## config.mk

```make
export PLATFORM = sky130hd
export DESIGN_NAME = cfg_write_arbiter
export DESIGN_NICKNAME = d
export VERILOG_FILES = /design/src/rtl/cfg_write_arbiter.sv
export SDC_FILE = /design/constraint.sdc
export NUM_CORES = 1
export LEC_CHECK = 0
export BUFFER_PORTS_ARGS = -buffer_cell sky130_fd_sc_hd__buf_2
export CAP_MARGIN = 20
export CORE_UTILIZATION = 54
export CTS_BUF_LIST = sky130_fd_sc_hd__clkbuf_16
export CTS_CLUSTER_DIAMETER = 150
export CTS_CLUSTER_SIZE = 28
export DETAILED_ROUTE_END_ITERATION = 16
export PLACE_DENSITY = 0.76
export SLEW_MARGIN = 40
export SYNTH_ARGS = -nofsm -noshare
export SYNTH_HDL_FRONTEND = slang
export SYNTH_SLANG_ARGS = --single-unit
```

## constraint.sdc

```tcl
create_clock -name CLK_LOW -period 3.4 [get_ports CLK_LOW]
set_input_delay 0.51 -clock CLK_LOW [delete_from_list [all_inputs] [get_ports CLK_LOW]]
set_output_delay 0.51 -clock CLK_LOW [all_outputs]
set_load 0.03 [all_outputs]
```

## src/rtl/cfg_write_arbiter.sv

```systemverilog
// rtl/cfg_write_arbiter.sv - merges CH1/CH2/SHARE config write strobes into one valid/ready port
// Per-source FIFOs absorb sink stalls; a round-robin arbiter fills a single registered output slot.
module cfg_write_arbiter #(
   parameter int DEPTH = 4,
   parameter int AW    = 8,
   parameter int DW    = 8
) (
   input  logic          CLK_LOW,
   input  logic          RST_N,
   input  logic          CH1_CONFIG_WE,
   input  logic [AW-1:0] CH1_CONFIG_ADDR,
   input  logic [DW-1:0] CH1_CONFIG_DATA,
   input  logic          CH2_CONFIG_WE,
   input  logic [AW-1:0] CH2_CONFIG_ADDR,
   input  logic [DW-1:0] CH2_CONFIG_DATA,
   input  logic          SHARE_CONFIG_WE,
   input  logic [AW-1:0] SHARE_CONFIG_ADDR,
   input  logic [DW-1:0] SHARE_CONFIG_DATA,
   output logic          CFG_VALID,
   input  logic          CFG_READY,
   output logic [1:0]    CFG_SRC,
   output logic [AW-1:0] CFG_ADDR,
   output logic [DW-1:0] CFG_DATA,
   output logic [2:0]    OVF_FLAGS,
   input  logic          OVF_CLR,
   output logic          BUSY
);

   localparam int PW = $clog2(DEPTH);
   localparam int CW = PW + 1;
   localparam int EW = AW + DW;

   logic [EW-1:0] mem [3][DEPTH];
   logic [PW-1:0] wr_ptr [3];
   logic [PW-1:0] rd_ptr [3];
   logic [CW-1:0] count [3];
   logic [EW-1:0] wr_word [3];
   logic [EW-1:0] head;
   logic [2:0]    we, full, nonempty, push, pop, drop;
   logic [1:0]    last, gnt;
   logic          gnt_valid, slot_free;

   function automatic logic [1:0] rr_pick(input logic [1:0] after, input int offset);
      int s;
      s = (int'(after) + offset) % 3;
      return 2'(s);
   endfunction

   assign we         = {SHARE_CONFIG_WE, CH2_CONFIG_WE, CH1_CONFIG_WE};
   assign wr_word[0] = {CH1_CONFIG_ADDR, CH1_CONFIG_DATA};
   assign wr_word[1] = {CH2_CONFIG_ADDR, CH2_CONFIG_DATA};
   assign wr_word[2] = {SHARE_CONFIG_ADDR, SHARE_CONFIG_DATA};

   always_comb begin
      full     = '0;
      nonempty = '0;
      for (int i = 0; i < 3; i++) begin
         full[i]     = (count[i] == CW'(DEPTH));
         nonempty[i] = (count[i] != '0);
      end
   end

   // Full is judged on the pre-edge count, so a push onto a full FIFO is dropped even if it pops.
   assign push      = we & ~full;
   assign drop      = we & full;
   assign slot_free = !CFG_VALID || CFG_READY;

   // Scan from farthest to nearest so the nearest non-empty source after "last" wins.
   always_comb begin
      gnt_valid = 1'b0;
      gnt       = 2'd0;
      for (int k = 3; k >= 1; k--) begin
         if (nonempty[rr_pick(last, k)]) begin
            gnt_valid = 1'b1;
            gnt       = rr_pick(last, k);
         end
      end
   end

   assign pop  = (slot_free && gnt_valid) ? (3'b001 << gnt) : 3'b000;
   assign head = mem[gnt][rd_ptr[gnt]];

   always_ff @(posedge CLK_LOW) begin
      for (int i = 0; i < 3; i++) begin
         if (push[i]) mem[i][wr_ptr[i]] <= wr_word[i];
      end
   end

   always_ff @(posedge CLK_LOW or negedge RST_N) begin
      if (!RST_N) begin
         for (int i = 0; i < 3; i++) begin
            wr_ptr[i] <= '0;
            rd_ptr[i] <= '0;
            count[i]  <= '0;
         end
      end else begin
         for (int i = 0; i < 3; i++) begin
            if (push[i]) wr_ptr[i] <= wr_ptr[i] + 1'b1;
            if (pop[i])  rd_ptr[i] <= rd_ptr[i] + 1'b1;
            count[i] <= count[i] + CW'(push[i]) - CW'(pop[i]);
         end
      end
   end

   always_ff @(posedge CLK_LOW or negedge RST_N) begin
      if (!RST_N) begin
         CFG_VALID <= 1'b0;
         CFG_SRC   <= 2'd0;
         CFG_ADDR  <= '0;
         CFG_DATA  <= '0;
         last      <= 2'd2;
         OVF_FLAGS <= 3'b000;
      end else begin
         if (slot_free) begin
            if (gnt_valid) begin
               CFG_VALID            <= 1'b1;
               CFG_SRC              <= gnt;
               {CFG_ADDR, CFG_DATA} <= head;
               last                 <= gnt;
            end else begin
               CFG_VALID <= 1'b0;
            end
         end
         // A drop in the same cycle as a clear still leaves its flag set.
         OVF_FLAGS <= (OVF_CLR ? 3'b000 : OVF_FLAGS) | drop;
      end
   end

   assign BUSY = (|nonempty) || CFG_VALID;

endmodule

```

==> run metrics, run 1 <==
outcome=completed; worst slew pin tran=between 0.7 and 0.8 ns; Clock power frac=0.136; Setup TNS Final=0 ns; async set-reset flop share out of synthesis=0.186; H-tree levels=1; Die Area=about 19,000 µm²; initial antenna violation count=1; NetSw=5.03 mW; sequential area share after synthesis=0.696; Routed WL=between 20,000 and 25,000 µm; Crit Reg-Reg Endpoint=count[2]; Syn. warnings=0; Remaining DRCs=0; number of global-route vias before repair=6,169; clk buf depth=3; via count=6,197; Final Max Tran Viols=0; Tmin final=3.18 ns; Lkg Pwr=a little over 4 nW; Fin. Hold Viols=0; highest-delay cell along the critical path=dfrtp_1; Int Pwr=roughly 6.6 mW; WP buf/inv=4; total of max-cap violations=0; Post-Syn Area=roughly 9900 µm²; Iteration-0 DRC Markers=~530; Synth Instances=approximately 740; Final Power=approximately 12 mW; r2r startpoint=CFG_SRC[0]; layout cells sized above 1=0.183; Startpoint Class=flop; GRT Total Usage=0.242; Sw Share=0.432; Layout fillers=between 1,000 and 1,500; RSZ-0062 raised after global routing=no; crit path max fanout=6; NumNets Final=890; post-layout util=0.607; IO Pins=78; row count=49; die height=137 µm; Antenna Nets Post-Route=0; worst skew pair latency=about 0.49 ns; Seq. cell area=6870 µm²; first-pass GRT wire length=roughly 33,000 µm; TritonCTS Buffers=12; clk_skew=approximately 0.028 ns; grt ovf=0; Worst Path Required=about 3.8 ns; Synthesized Nets=around 800; DP HPWL=13,600 µm; vias per inst=just under 6; Setup Crit Path Kind=reg2reg; Pwr per Cell Area=1070 nW/µm²; synth unique cells=52; CP max stage delay=~0.4 ns; Fmax achieved=~0.31 GHz; Main synth FF type=edfxtp_1; Wirelength per Cell=between 20 and 25 µm; Final Setup Violations=0; largest net degree at the start of global routing=between 90 and 100; CP cell instances=inv_1 -> ha_1 -> maj3_1 -> a221oi_4 -> nand2_1 -> inv_1 -> ha_1 -> inv_1 -> ha_1 -> inv_1 -> fa_1 -> xnor2_1 -> xnor2_1; FF+latch count, synth=between 200 and 250; setup bufs post-CTS=0; Multi-input gate area=2620 µm²; delay-heaviest family, CP=adder cells; VDD IR max=~0.0012 V; Hold Startpoint=OVF_CLR; DRT Pass-1 Iters=5; syn_area_per_cell=approximately 13 µm²; Worst setup EP type=flop; Initial Util=0.549; worst path arrival time=around 3.6 ns; Buffers on Ports=77; hold depth=2; synthesis-to-finish area growth=10.5%; root buffer cell=clkbuf_16; CTS tree=built; most frequent CP cell=inv_1; Seq pwr share=0.366; core area=18,000 µm²; Clock transition at path regs=0.11 ns; hold crit path type=in2reg; CTS Sinks=around 240; Slew headroom=0.528; R2R Setup Slk=0.22 ns; worst r2r path cells=13; combinational power share=0.498; EDFF count, synth=approximately 190; end of the worst hold path=OVF_FLAGS[1]; die width=approximately 140 µm; Placer Congestion=between 0.8 and 0.9; final worst-path cycle share=0.935
## what timing repair did
item,4_1_cts,5_1_grt
hold buffers,0,1
resized for setup,0,1
endpoints found under the setup margin,0,4
endpoints found under the hold margin,0,4
## metrics by stage
step	std cells	hold slack [ns]	area, µm²	worst slack, ns
2_1_floorplan	737	0.214	9870	0.120
5_1_grt	1047	0.219	10900	0.00727
3_3_place_gp	1025	0.462	10500	0.382
3_5_place_dp	1025	0.478	10500	0.220
6_report	1048	0.219	10900	0.222
4_1_cts	1045	0.140	10900	0.211
## routing by layer
layer | routed length, µm | GRT usage | up-vias
met3 | 1810 | 0.0357 | 44
met5 | 0 | 0 | -
met4 | 492 | 0.0861 | 0
li1 | - | - | 2820
met2 | 10900 | 0.408 | 285
met1 | 8960 | 0.322 | 3048
## final cells by class
class,instances,share of cell area
inverter,44,0.0151
clock inverter,7,0.00356
antenna,1,0.000229
multi-input combinational,415,0.240
tap,229,0.0263
sequential,236,0.630
timing repair buffer,103,0.0555
clock buffer,13,0.0298
## power by group through the flow
stage,sequential [mW],combinational [mW],clock (mW)
final,4.26,5.79,1.59
after CTS,4.26,5.73,1.60
after global routing,4.32,6.36,1.71
after detailed placement,4.32,5.71,0
after floorplan,4.44,4.15,0
after global placement,4.28,5.47,0
## Yosys cell counts, types with 2 or more instances
library cell | instances | share of area
buf_6 | 5 | 0.0057
nand3_1 | 6 | 0.0030
a21o_1 | 2 | 0.0015
clkbuf_1 | 16 | 0.0061
buf_2 | 12 | 0.0061
fa_1 | 3 | 0.0061
xnor2_1 | 14 | 0.012
edfxtp_1 | 192 | 0.58
o21ai_0 | 9 | 0.0046
a311oi_1 | 31 | 0.028
o21ai_2 | 11 | 0.0098
a21boi_1 | 4 | 0.0030
o221ai_1 | 6 | 0.0053
o21ai_1 | 6 | 0.0030
o221ai_2 | 10 | 0.015
a21oi_1 | 64 | 0.032
nand2_1 | 103 | 0.039
and3_1 | 2 | 0.0013
ha_1 | 20 | 0.025
nor2_1 | 69 | 0.026
dfrtp_1 | 43 | 0.11
inv_1 | 44 | 0.017
a211oi_1 | 17 | 0.013
and2_1 | 12 | 0.0076
buf_4 | 8 | 0.0061
nor4b_1 | 2 | 0.0018
## layout by cell type (no fill, tap or decap), types with 9 or more instances in the layout
master / count
o21ai_2: 11
dfrtp_1: 43
o221ai_2: 10
o21ai_0: 9
edfxtp_1: 192
nand2_1: 102
a21oi_1: 64
and2_1: 12
clkbuf_16: 13
buf_4: 23
a211oi_1: 17
nor2_1: 69
inv_1: 50
buf_2: 76
xnor2_1: 14
a311oi_1: 31
ha_1: 20
## state kept, by name, summed over array words and instances, names as in the netlist, 2 cells and up
register / cells
mem: 192
count: 9
CFG_ADDR: 8
CFG_DATA: 8
rd_ptr: 6
wr_ptr: 6
OVF_FLAGS: 3
CFG_SRC: 2
## worst max path at each step
stage / from / to / slack (ns) / depth (start not counted)
CTS: last[1] / CFG_ADDR[4] / 0.21 / 10
global route: CFG_SRC[0] / count[2] / 0.007 / 13
finish: CFG_SRC[0] / count[2] / 0.22 / 13
detailed placement: last[1] / count[8] / 0.22 / 12
global placement: last[1] / CFG_DATA[4] / 0.38 / 10
floorplan: last[1] / count[8] / 0.12 / 16
## logic make-up after synthesis
| group | share of synthesized area |
|---|---|
| AOI/OAI and AO/OA | 0.130 |
| xor gates and xnor gates | 0.0133 |
| adders and majority gates | 0.0325 |
| buffers and inverters | 0.0411 |
| DFF | 0.696 |
| muxes | 0.00152 |
| and+or+nand+nor | 0.0861 |
No activity file was read; power rests on OpenSTA's default activity.
==> run 2: changes to the inputs <==
==> constraint.sdc (replaced) <==
create_clock -name CLK_LOW -period 2.8 [get_ports CLK_LOW]
set_input_delay 0.42 -clock CLK_LOW [delete_from_list [all_inputs] [get_ports CLK_LOW]]
set_output_delay 0.42 -clock CLK_LOW [all_outputs]
set_load 0.03 [all_outputs]
==> run 2 against run 1 <==
The flow now finishes with violations (negative setup slack). Via count grew 6.4%. Sequential share of layout area fell by 4.3 points. Maximum frequency grew 8.5%. Non-clock buffer count grew 50. Critical endpoint is now count[8]. Setup slack worse by 0.35 ns. Final area up 7.4%. Sequential cell count unchanged. Largest cell class unchanged. Critical path depth fell by 1. Clock skew is essentially flat.
==> run metrics, run 2 (synthesized netlist as in run 1, its figures left out) <==
outcome=finished with violations; failing checks=negative setup slack; commonest non-fill, non-tap cell in the layout=edfxtp_1; number of flip-flops in the largest register=192 (unchanged); hold crit path type=in2reg; Fmax achieved=0.341 GHz (+8.5%); NumNets Final=940 (+5.6%); H-tree levels=1 (unchanged); Routed WL=24,200 µm (+9.2%); first-pass GRT wire length=34,800 µm (+4.3%); worst path arrival time=3.31 ns (-0.27 ns); die height=137 µm (unchanged); clk_skew=0.0283 ns (-0.0000897 ns); DRT Pass-1 Iters=5 (unchanged); synthesis-to-finish area growth=18.6%; Remaining DRCs=0 (unchanged); RSZ-0062 raised after global routing=yes; slack of the critical path=-0.129 ns (-0.351 ns); Worst Path Required=3.18 ns (-0.63 ns); final worst-path cycle share=1.05 (+0.111); core area=18,000 µm² (unchanged); via count=6,593 (+6.4%); DP HPWL=14,100 µm (+3.6%); Slew headroom=0.626 (+0.0979); Final Setup Violations=21 (+21); layout cells sized above 1=0.287 (+0.103); Placer Congestion=0.872 (+4.6%); grt ovf=0 (unchanged); worst hold margin=0.128 ns (-0.0904 ns); root buffer cell=clkbuf_16; Layout fillers=1,262 (-8.4%); initial antenna violation count=1 (unchanged); row count=49 (unchanged); Worst setup EP type=flop; worst slew pin tran=0.561 ns (-0.147 ns); Multi-input gate area=2880 µm² (+10%); crit path max fanout=4 (-2); Final Max Tran Viols=0 (unchanged); Die Area=18,800 µm² (unchanged); CTS tree=built; worst skew pair latency=0.48 ns (about the same); vias per inst=6.00 (+1.5%); leading cell types in the layout, fill and taps excluded=edfxtp_1 (192), nand2_1 (101), buf_2 (77), nor2_1 (68), a21oi_1 (61); clk buf depth=3 (unchanged); IO Pins=78 (unchanged); CP Launch Point=last[1]; GRT Total Usage=0.252 (+0.0101); Fin. Hold Viols=0 (unchanged); Hold Startpoint=OVF_CLR; CTS Sinks=236 (unchanged); Iteration-0 DRC Markers=668 (+26%); Startpoint Class=flop; Clock transition at path regs=0.11 ns (about the same); die width=137 µm (unchanged); r2r startpoint=last[1]; TritonCTS Buffers=12 (unchanged); largest net degree at the start of global routing=68 (-31%); Tmin final=2.93 ns (-0.249 ns); total of max-cap violations=0 (unchanged); Wirelength per Cell=22.1 µm (+4.3%); number of global-route vias before repair=6,437 (+4.3%); Seq. cell area=6870 µm² (unchanged); Initial Util=0.549 (unchanged); Buffers on Ports=77 (unchanged); Antenna Nets Post-Route=0 (unchanged); Setup Crit Path Kind=reg2reg
[run 2: final cells by class]
cell class                      count  area share
Sequential cell                   236       0.586
Multi-Input combinational cell    415       0.246
Timing Repair Buffer              153      0.0978
Clock buffer                       13      0.0278
Tap cell                          229      0.0245
Inverter                           44      0.0143
Clock inverter                      7     0.00331
Antenna cell                        1    0.000214
[run 2: per-layer routing]
layer	part of all wire	wire length (µm)	track usage	vias to the layer above
li1	-	-	-	2923
met1	0.38	9220	0.328	3240
met2	0.49	11900	0.428	356
met3	0.093	2250	0.0419	74
met4	0.036	878	0.0916	0
met5	0	0	0	-
[run 2: path summary, 6_finish.rpt]
kind / endpoint / slack (ns) / cells after the start
min in group asynchronous: wr_ptr[3] / 0.30 / 2
worst min register to register: rd_ptr[5] / 0.49 / 1
worst max-delay path: count[8] / -0.13 / 12
worst min-delay path: OVF_FLAGS[1] / 0.13 / 2
worst max register to register: count[8] / -0.13 / 12
max in group asynchronous: CFG_ADDR[1] / 1.68 / 3
[run 2: critical path, cell delays in order, from the launching register on]
cell      delay [ns]
dfstp_2         0.57
ha_4            0.21
maj3_2          0.33
a221oi_4        0.35
buf_4           0.17
and3_4          0.19
ha_4            0.20
inv_4           0.05
ha_4            0.11
inv_2           0.03
fa_2            0.35
xnor2_2         0.15
xnor2_1         0.12
[run 2: per-stage QoR]
step	instance area (µm²)	setup WS (ns)	std cells	setup TNS, ns	utilization
after global routing	11700	-0.213	1097	-3.23	0.652
final	11700	-0.129	1098	-1.19	0.652
after global placement	10900	-0.148	1058	-0.269	0.606
after CTS	11400	-0.101	1087	-0.229	0.636
after detailed placement	10900	-0.237	1058	-0.822	0.606
after floorplan	10000	-0.335	737	-1.21	-
[run 2: what timing repair did]
item                                    CTS  global route
pin swaps                                12            13
endpoints found under the setup margin   20            22
hold endpoints to repair                  6             0
hold buffers                              1             0
cloned                                    1             5
resized for setup                        17            34
setup buffers                             7             5
Power of run 2 is not shown: default switching activity piles up to over one toggle a cycle in this logic, so the estimate is an artifact.
==> run 3: changes to the inputs <==
--- a/config.mk
+++ b/config.mk
@@ -5,6 +5,7 @@
 export SDC_FILE = /design/constraint.sdc
 export NUM_CORES = 1
 export LEC_CHECK = 0
+export ABC_AREA = 1
 export BUFFER_PORTS_ARGS = -buffer_cell sky130_fd_sc_hd__buf_2
 export CAP_MARGIN = 20
 export CORE_UTILIZATION = 54
@@ -12,8 +13,9 @@
 export CTS_CLUSTER_DIAMETER = 150
 export CTS_CLUSTER_SIZE = 28
 export DETAILED_ROUTE_END_ITERATION = 16
-export PLACE_DENSITY = 0.76
+export PLACE_DENSITY = 0.75
 export SLEW_MARGIN = 40
 export SYNTH_ARGS = -nofsm -noshare
 export SYNTH_HDL_FRONTEND = slang
 export SYNTH_SLANG_ARGS = --single-unit
+export TNS_END_PERCENT = 1
==> run 3 against run 2 <==
The run still ends with negative setup slack left. Wire length down 0.51%. Clock skew shrank 0.00056 ns. Die area increased by 9.3%. Non-clock buffer count decreased by 32. Register-to-register slack better by 0.10 ns. Setup slack better by 0.10 ns. Worst hold slack improved by 0.015 ns. Final area increased by 3.5%. Synthesized cell count up 40%. Largest cell class unchanged. Highest routed layer is now met5.
==> run metrics, run 3 <==
Synth area leader=edfxtp_1; Antenna Nets Post-Route=0 (unchanged); Wirelength per Cell=17.3 µm (-22%); Post-Syn Area=10,800 µm² (+9.4%); CP Launch Point=last[1]; Worst setup EP type=flop; die height=143 µm (+4.5%); Iteration-0 DRC Markers=595 (-11%); vias per inst=5.18 (-14%); root buffer cell=clkbuf_16; core area=19,500 µm² (+8.7%); Initial Util=0.553 (+0.00357); via count=7,223 (+9.6%); worst path arrival time=3.21 ns (-0.10 ns); Final Setup Violations=1 (-95%); worst skew pair latency=0.49 ns (about the same); worst slew pin tran=0.629 ns (+0.0682 ns); CTS tree=built; H-tree levels=1 (unchanged); Crit Reg-Reg Endpoint=count[2]; IO Pins=78 (unchanged); Seq. cell area=6870 µm² (unchanged); GRT Total Usage=0.243 (-0.00929); first-pass GRT wire length=37,000 µm (+6.2%); Multi-input gate area=3190 µm² (+11%); cell with the most instances after synthesis=nand2_1; r2r startpoint=last[1]; layout cells sized above 1=0.172 (-0.115); sequential area share after synthesis=0.636 (-0.0598); synthesis-to-finish area growth=12.2%; Clock transition at path regs=0.12 ns (about the same); die width=143 µm (+4.5%); worst setup path endpoint=count[2]; synth unique cells=37 (-29%); DP HPWL=15,900 µm (+12%); Routed WL=24,100 µm (-0.51%); row count=51 (+4.1%); hold crit path type=in2reg; Place WS=-0.0486 ns (+0.188 ns); NumNets Final=1,201 (+28%); clk_skew=0.0277 ns (-0.000560 ns); Slew headroom=0.580 (-0.0455); Tmin final=2.83 ns (-0.103 ns); Remaining DRCs=0 (unchanged); Main synth FF type=edfxtp_1; Final Max Tran Viols=0 (unchanged); finished layout cell area=12,100 µm² (+3.5%); R2R Setup Slk=-0.03 ns (+0.10 ns); Cell Area, Placed=11,600 µm² (+6.2%); RSZ-0062 raised after global routing=yes; hold depth=1 (-1); number of global-route vias before repair=6,925 (+7.6%); syn_area_per_cell=10.4 µm² (-22%); Setup Crit Path Kind=reg2reg; EDFF count, synth=192 (unchanged); Synth Instances=1,035 (+40%); initial antenna violation count=3 (+2); async set-reset flop share out of synthesis=0.186 (unchanged); grt ovf=0 (unchanged); diode count=0 (-1); total of max-cap violations=0 (unchanged); Die Area=20,600 µm² (+9.3%); final worst-path cycle share=1.01 (-0.0369); CTS Sinks=236 (unchanged); largest net degree at the start of global routing=89 (+31%); DRT Pass-1 Iters=6 (+1); commonest non-fill, non-tap cell in the layout=nand2_1; area share of the largest cell type after synthesis=0.534 (-0.0502); Layout fillers=1,586 (+26%); Startpoint Class=flop; Buffers on Ports=77 (unchanged); Placer Congestion=0.824 (-5.5%); Synthesized Nets=1,113 (+37%); leading cell types in the layout, fill and taps excluded=nand2_1 (311), edfxtp_1 (192), nand3_1 (168), inv_1 (131), buf_2 (77); number of flip-flops in the largest register=192 (unchanged); crit path max fanout=3 (-1); Syn. warnings=0 (unchanged); worst r2r path cells=16 (+4); TritonCTS Buffers=12 (unchanged); clk buf depth=3 (unchanged); Fin. Hold Viols=0 (unchanged); slack of the critical path=-0.0257 ns (+0.103 ns); failing checks=negative setup slack; largest cells by area after synthesis=edfxtp_1 (53%), nand2_1 (11%), dfrtp_1 (10%); Fmax achieved=0.354 GHz (+3.7%); most frequent cells after synthesis=nand2_1 (313), edfxtp_1 (192), nand3_1 (172), inv_1 (131), dfrtp_1 (43); Worst Path Required=3.19 ns (about the same); outcome=finished with violations; FF+latch count, synth=236 (unchanged)
## run 3: timing repair
| action | 4_1_cts | 5_1_grt |
|---|---|---|
| pin swaps | 6 | 17 |
| hold buffers | 1 | 0 |
| buffers inserted | 3 | 4 |
| endpoints found under the setup margin | 2 | 21 |
| gates resized for setup | 6 | 24 |
| endpoints found under the hold margin | 22 | 0 |
## run 3: logic make-up (layout without fill, tap and decap cells)
logic type / after synthesis / after routing / share of synthesized area
compound gates: 14 / 14 / 0.0102
xor+xnor: 15 / 15 / 0.0122
fa+ha+maj: 23 / 23 / 0.0287
buf+inv: 192 / 286 / 0.0797
flops: 236 / 236 / 0.636
simple gates: 555 / 555 / 0.233
## run 3: cell type report
class / count / share of cell area
Clock inverter: 7 / 0.00320
Multi-Input combinational cell: 607 / 0.264
Sequential cell: 236 / 0.567
Inverter: 145 / 0.0461
Tap cell: 265 / 0.0274
Timing Repair Buffer: 121 / 0.0663
Clock buffer: 13 / 0.0268
## run 3: metrics by stage
step                setup TNS (ns)  hold WS (ns)  instances  utilization
global route                -0.677         0.128       1394        0.621
global placement                 0         0.459       1366        0.593
finish                     -0.0257         0.144       1394        0.621
detailed placement         -0.0506         0.460       1366        0.593
floorplan                  -0.0717         0.124       1035            -
CTS                              0         0.130       1390        0.614
## run 3: worst min-delay path by stage
stage	startpoint	end	slack, ns
floorplan	RST_N	CFG_ADDR[0]	0.12
global placement	RST_N	wr_ptr[4]	0.46
detailed placement	CFG_ADDR[4]	CFG_ADDR[4]	0.46
CTS	CH2_CONFIG_ADDR[5]	mem[1][45]	0.13
global route	CH2_CONFIG_ADDR[5]	mem[1][45]	0.13
finish	SHARE_CONFIG_DATA[1]	mem[2][1]	0.14
## run 3: layer usage
layer | wire [µm] | global-route usage | vias to the layer above
li1 | - | - | 3511
met1 | 9390 | 0.290 | 3432
met2 | 12600 | 0.438 | 214
met3 | 1140 | 0.0327 | 62
met4 | 1000 | 0.106 | 4
met5 | 18 | 0 | -
## run 3: critical path: stages (launching register included)
cell     delay [ns]
dfstp_2        0.58
ha_4           0.23
inv_6          0.08
nand2_2        0.06
nor2_4         0.17
nor2_8         0.06
nand4_1        0.09
nand2_2        0.11
buf_6          0.14
nor2_4         0.11
ha_4           0.21
inv_2          0.06
ha_4           0.12
inv_2          0.03
fa_2           0.37
xnor2_2        0.16
xor2_1         0.16
Power of run 3 is left out for the same reason.
